[config.mk]
export PLATFORM = sky130hd
export DESIGN_NAME = entropy_frame_sequencer
export DESIGN_NICKNAME = d
export VERILOG_FILES = /design/src/rtl/entropy_frame_sequencer.sv
export SDC_FILE = /design/constraint.sdc
export NUM_CORES = 1
export LEC_CHECK = 0
export BUFFER_PORTS_ARGS = -buffer_cell sky130_fd_sc_hd__buf_2
export CAP_MARGIN = 20
export CORE_ASPECT_RATIO = 0.5
export CORE_MARGIN = 5
export CORE_UTILIZATION = 30
export DETAILED_ROUTE_END_ITERATION = 7
export HOLD_SLACK_MARGIN = 0.06
export PLACE_DENSITY = 0.6
export SYNTH_ARGS = -nofsm -noshare
export SYNTH_HDL_FRONTEND = slang
export SYNTH_SLANG_ARGS = --single-unit
[constraint.sdc]
create_clock -name top_clk -period 2.8 [get_ports top_clk]
set_input_delay 0 -clock top_clk [delete_from_list [all_inputs] [get_ports top_clk]]
set_output_delay 0 -clock top_clk [all_outputs]
set_load 0.01 [all_outputs]
[src/rtl/entropy_frame_sequencer.sv]
// Frame sequencer for entropy_encoder: symbol stream in, flagged encoder beats out.
// Define SEQ_FLUSH_TIMEOUT_EN to bound the FLUSH wait by FLUSH_TIMEOUT cycles.
module entropy_frame_sequencer #(
  parameter int RANGE_WIDTH     = 16,
  parameter int SYMBOL_WIDTH    = 4,
  parameter int RESET_CYCLES    = 1,
  parameter int FLUSH_TIMEOUT   = 64,
  parameter int FRAME_CNT_WIDTH = 16,
  parameter int SYM_CNT_WIDTH   = 24
) (
  input  logic                       top_clk,
  input  logic                       top_reset,
  input  logic                       in_valid,
  output logic                       in_ready,
  input  logic [RANGE_WIDTH-1:0]     in_fl,
  input  logic [RANGE_WIDTH-1:0]     in_fh,
  input  logic [SYMBOL_WIDTH-1:0]    in_symbol,
  input  logic [SYMBOL_WIDTH:0]      in_nsyms,
  input  logic                       in_bool,
  input  logic                       in_last,
  output logic                       enc_reset,
  output logic                       enc_valid,
  output logic                       enc_flag_first,
  output logic                       enc_final_flag,
  output logic [RANGE_WIDTH-1:0]     enc_fl,
  output logic [RANGE_WIDTH-1:0]     enc_fh,
  output logic [SYMBOL_WIDTH-1:0]    enc_symbol,
  output logic [SYMBOL_WIDTH:0]      enc_nsyms,
  output logic                       enc_bool,
  input  logic                       enc_flag_last,
  output logic                       frame_done,
  output logic [FRAME_CNT_WIDTH-1:0] frame_count,
  output logic [SYM_CNT_WIDTH-1:0]   sym_count,
  output logic                       timeout_err
);

  localparam int RCW = $clog2(RESET_CYCLES + 1);

  if (RESET_CYCLES < 1 || FLUSH_TIMEOUT < 1) begin : g_bad_cfg
    $error("RESET_CYCLES and FLUSH_TIMEOUT must be at least 1");
  end

  typedef enum logic [1:0] {
    ENC_RST,
    IDLE,
    RUN,
    FLUSH
  } state_t;

  typedef struct packed {
    logic [RANGE_WIDTH-1:0]  fl;
    logic [RANGE_WIDTH-1:0]  fh;
    logic [SYMBOL_WIDTH-1:0] symbol;
    logic [SYMBOL_WIDTH:0]   nsyms;
    logic                    flag;
  } beat_t;

  state_t                     state, state_n;
  logic [RCW-1:0]             rst_cnt, rst_cnt_n;
  beat_t                      beat_q, beat_n, beat_in;
  logic                       accept;
  logic                       valid_n, first_n, done_n, terr_n;
  logic [FRAME_CNT_WIDTH-1:0] frames_n;
  logic [SYM_CNT_WIDTH-1:0]   syms_n;

`ifdef SEQ_FLUSH_TIMEOUT_EN
  localparam int FTW = $clog2(FLUSH_TIMEOUT + 1);
  logic [FTW-1:0] flush_cnt, flush_cnt_n;
`endif

  assign beat_in = '{fl: in_fl, fh: in_fh, symbol: in_symbol,
                     nsyms: in_nsyms, flag: in_bool};
  assign accept  = in_valid && in_ready;

  assign enc_fl     = beat_q.fl;
  assign enc_fh     = beat_q.fh;
  assign enc_symbol = beat_q.symbol;
  assign enc_nsyms  = beat_q.nsyms;
  assign enc_bool   = beat_q.flag;

  always_comb begin
    state_n   = state;
    rst_cnt_n = rst_cnt;
    beat_n    = beat_q;
    valid_n   = 1'b0;
    first_n   = 1'b0;
    done_n    = 1'b0;
    terr_n    = timeout_err;
    frames_n  = frame_count;
    syms_n    = sym_count;
`ifdef SEQ_FLUSH_TIMEOUT_EN
    flush_cnt_n = flush_cnt;
`endif
    unique case (state)
      ENC_RST: begin
        if (rst_cnt <= RCW'(1)) state_n = IDLE;
        else rst_cnt_n = rst_cnt - RCW'(1);
      end
      IDLE: begin
        if (accept) begin
          beat_n  = beat_in;
          valid_n = 1'b1;
          first_n = 1'b1;
          syms_n  = SYM_CNT_WIDTH'(1);
          state_n = in_last ? FLUSH : RUN;
        end
      end
      RUN: begin
        if (accept) begin
          beat_n  = beat_in;
          valid_n = 1'b1;
          if (!(&sym_count)) syms_n = sym_count + SYM_CNT_WIDTH'(1);
          if (in_last) state_n = FLUSH;
        end
      end
      FLUSH: begin
        if (enc_flag_last) begin
          done_n    = 1'b1;
          frames_n  = frame_count + FRAME_CNT_WIDTH'(1);
          state_n   = ENC_RST;
          rst_cnt_n = RCW'(RESET_CYCLES);
        end
`ifdef SEQ_FLUSH_TIMEOUT_EN
        else if (flush_cnt == FTW'(FLUSH_TIMEOUT - 1)) begin
          terr_n    = 1'b1;
          state_n   = ENC_RST;
          rst_cnt_n = RCW'(RESET_CYCLES);
        end else begin
          flush_cnt_n = flush_cnt + FTW'(1);
        end
`endif
      end
      default: begin
        state_n   = ENC_RST;
        rst_cnt_n = RCW'(RESET_CYCLES);
      end
    endcase
`ifdef SEQ_FLUSH_TIMEOUT_EN
    // The counter only lives while FLUSH is held; every entry starts at zero.
    if (state_n != FLUSH) flush_cnt_n = '0;
`endif
  end

  always_ff @(posedge top_clk) begin
    if (!top_reset) begin
      state          <= ENC_RST;
      rst_cnt        <= RCW'(RESET_CYCLES);
      beat_q         <= '0;
      in_ready       <= 1'b0;
      enc_reset      <= 1'b1;
      enc_valid      <= 1'b0;
      enc_flag_first <= 1'b0;
      enc_final_flag <= 1'b0;
      frame_done     <= 1'b0;
      frame_count    <= '0;
      sym_count      <= '0;
      timeout_err    <= 1'b0;
    end else begin
      state          <= state_n;
      rst_cnt        <= rst_cnt_n;
      beat_q         <= beat_n;
      in_ready       <= (state_n == IDLE) || (state_n == RUN);
      enc_reset      <= (state_n == ENC_RST);
      enc_valid      <= valid_n;
      enc_flag_first <= first_n;
      enc_final_flag <= (state_n == FLUSH);
      frame_done     <= done_n;
      frame_count    <= frames_n;
      sym_count      <= syms_n;
      timeout_err    <= terr_n;
    end
  end

`ifdef SEQ_FLUSH_TIMEOUT_EN
  always_ff @(posedge top_clk) begin
    if (!top_reset) flush_cnt <= '0;
    else flush_cnt <= flush_cnt_n;
  end
`endif

endmodule

==> flow_metrics.tcl <==
set metrics [dict create \
    status "finished clean" \
    cts.htree.levels 3 \
    crit_slowest_cell "nor4_2" \
    max_stage_delay_ns 0.68 \
    clock_path_buffers 2 \
    ant_nets 0 \
    final_layout_size_suffix_gt1_share_pct 25.7 \
    final_common_cell "buf_2" \
    synth_top_cell_by_area "dfxtp_1" \
    use_met1_pct 18.1 \
    ys_seq_area_share_pct 46.5 \
    ys_async_sr_fraction_pct 0 \
    start_util_pct 30.6 \
    seq_area_um2 1800 \
    cts_hold_buf 43 \
    cts-root-buf "clkbuf_16" \
    finalCritPeriodShare_pct 89.6 \
    r2r_start "sym_count[0]" \
    port_buffers 134 \
    pin_count 136 \
    place.gp.congestion 0.831 \
    grt_use_met3_pct 4.37 \
    r2r_slack_ns 0.29 \
    vias 4012 \
    synth-seq-cells 90 \
    coreArea_um2 12700 \
    synth.net_count 538 \
    worstSetupPathType "reg2reg" \
    grt_max_degree 48 \
    synth_warnings 0 \
    whs_ns 0.0748 \
    dp_hpwl_mm 7.92 \
    antenna-diode-count 0 \
    worst-path-buf-inv 0 \
    multi_input_area_um2 1900 \
    setup_viol 0 \
    clkLatencyLatePin_ns 0.34 \
    busiest_layer "met2" \
    synthTopCellsByArea "dfxtp_1 (47%), nand2_1 (12%), a21oi_1 (8.5%), nor2_1 (2.8%), ha_1 (2.6%)" \
    relSlewSlack_pct 53.3 \
    synth_ff_type "dfxtp_1" \
    drtIter0Drc 344 \
    tightest_slew_ns 0.694 \
    rr_endpoint "sym_count[15]" \
    avgSynthCellArea_um2 8.02 \
    cp_cell_sequence "ha_1, nand4_1, nor4_2, a31o_2, nor2_1, a211oi_1" \
    nets 712 \
    fmax_mhz 399 \
    crit_path_end_kind "flop" \
    crit_start "sym_count[0]" \
    crit_end "sym_count[15]" \
    slew_viol_final 0 \
    die_area_um2 15400 \
    postCtsResizedCells 0 \
    crit_family "simple AND/OR/NAND/NOR gates" \
    grt_overflow_total 0 \
    finalHoldViolCount 0 \
    route.detailed.drc 0 \
    rsz0062_at_grt "no" \
    synth_edf_count 0 \
    cts_sinks 90 \
    ir_drop_mv 0.257 \
    post_cts_buffers 0 \
    worst_ep_required_time_ns 3.05 \
    skew_ns 0.00902 \
    path_depth 6 \
    netlist_instances 483 \
    dr.pass1.iters 6 \
    fp-row-count 29 \
    grt_usage_pct 15.2 \
    powerDensity_nw_per_um2 499 \
    cts_buffers 9 \
    cts_tree "yes" \
    drv_cap 0 \
    viasPerCell 4.82 \
    use_met2_pct 25.8 \
    die_h_um 90.3 \
    areaGrowthSynthToFinish_pct 40.1 \
    critPathMaxFanout 20 \
    syn-cell-area_um2 3870 \
    die_x_um 171 \
    hold_path_class "in2reg" \
    routedWlPerCell_um 14.2 \
    layout_common_cells "buf_2 (134), nand2_1 (121), dfxtp_1 (90), a21oi_1 (66), dlygate4sd3_1 (43)" \
    cp.arrival_ns 2.76 \
    total_leakage_power_nw 2.24 \
    tns_ns 0 \
    grt_pass1_vias 3877 \
    critPathLaunchType "flop" \
    path_clk_slew_ns 0.07 \
    synth_top_area_share_pct 46.5 \
    num-fill-cells 1306 \
    antenna_found_initial 0 \
    finalCriticalPeriod_ns 2.51 \
    grt_pass1_wl_mm 19.1 \
    r2r_cells 6 \
    drt_wl_total_mm 11.8 \
    ys_types 54 \
]
layer usage:
| layer | share of wire (%) | routed length, um | vias to the layer above |
|---|---|---|---|
| li1 | - | - | 2016 |
| met1 | 43 | 5100 | 1847 |
| met2 | 48 | 5630 | 118 |
| met3 | 6.1 | 720 | 31 |
| met4 | 3.1 | 371 | 0 |
| met5 | 0 | 0 | - |
worst register-to-register path: cells and delay by family (launching register included):
family	cells	cell delay (ns)
AOI/OAI and AO/OA	2	0.82
and+or+nand+nor	3	0.94
adders and majority gates	1	0.24
DFF	1	0.41
worst min-delay path by stage:
stage | depth (start not counted) | slack, ns | end | startpoint
global route | 3 | 0.09 | enc_flag_first | in_valid
CTS | 3 | 0.07 | enc_flag_first | in_valid
global placement | 3 | 0.24 | enc_fh[3] | in_fh[3]
floorplan | 1 | 0.07 | enc_reset | top_reset
detailed placement | 3 | 0.24 | enc_nsyms[1] | in_nsyms[1]
finish | 2 | 0.07 | enc_reset | top_reset
cells in the mapped netlist, drive strengths merged, types with 2 or more instances:
cell type,count
nand2,121
dfxtp,90
a21oi,66
nor2,29
clkbuf,20
nand3,16
o21ai,14
or3,12
inv,9
ha,8
nand4,8
and3,7
o22ai,7
nor3,6
xnor2,6
xor2,6
a31oi,5
and2,5
buf,4
nor4,4
o211ai,4
and4,3
nor2b,3
o21a,3
or4,3
a211oi,2
nand3b,2
o41ai,2
area by class of cell:
type	instances	area share (%)
Tap cell	170	3.92
Clock inverter	5	1.01
Clock buffer	11	4.29
Multi-Input combinational cell	358	35.1
Sequential cell	90	33.2
Timing Repair Buffer	188	21.8
Inverter	10	0.692
where the power goes:
part / total [W] / switching (W) / internal [W] / leakage (nW)
Sequential: 0.00131 / 0.0000117 / 0.00130 / 0.727
Clock: 0.00119 / 0.000496 / 0.000689 / 0.136
Combinational: 0.000211 / 0.000108 / 0.000103 / 1.37
Total: 0.00271 / 0.000615 / 0.00209 / 2.24
through the flow:
stage | utilization (%) | instances | total power, W | setup slack [ns] | cell area, um2
4_1_cts | 42.8 | 832 | 0.00276 | 0.328 | 5430
2_1_floorplan | - | 483 | 0.00143 | 0.689 | 3870
3_5_place_dp | 37.2 | 773 | 0.00151 | 0.384 | 4710
6_report | 42.8 | 832 | 0.00271 | 0.292 | 5430
5_1_grt | 42.8 | 832 | 0.00283 | 0.118 | 5430
3_3_place_gp | 37.2 | 773 | 0.00150 | 0.503 | 4710
cells by family (layout without fill, tap and decap cells):
logic type / Yosys count / in the layout / share of synthesized area [%]
AOI/OAI and AO/OA: 112 / 112 / 16.5
xor gates and xnor gates: 12 / 12 / 2.71
adders and majority gates: 8 / 8 / 2.58
buffers and inverters: 35 / 214 / 4.36
DFF: 90 / 90 / 46.5
other: 1 / 1 / 0.0968
and+or+nand+nor: 225 / 225 / 27.2
registers in the layout (all words and copies together) (netlist names):
signal / count
enc_bool: 1
enc_fh: 16
enc_final_flag: 1
enc_fl: 16
enc_flag_first: 1
enc_nsyms: 5
enc_reset: 1
enc_symbol: 4
enc_valid: 1
frame_count: 16
frame_done: 1
in_ready: 1
state: 2
sym_count: 24
Power figures use the tool's default switching activity.
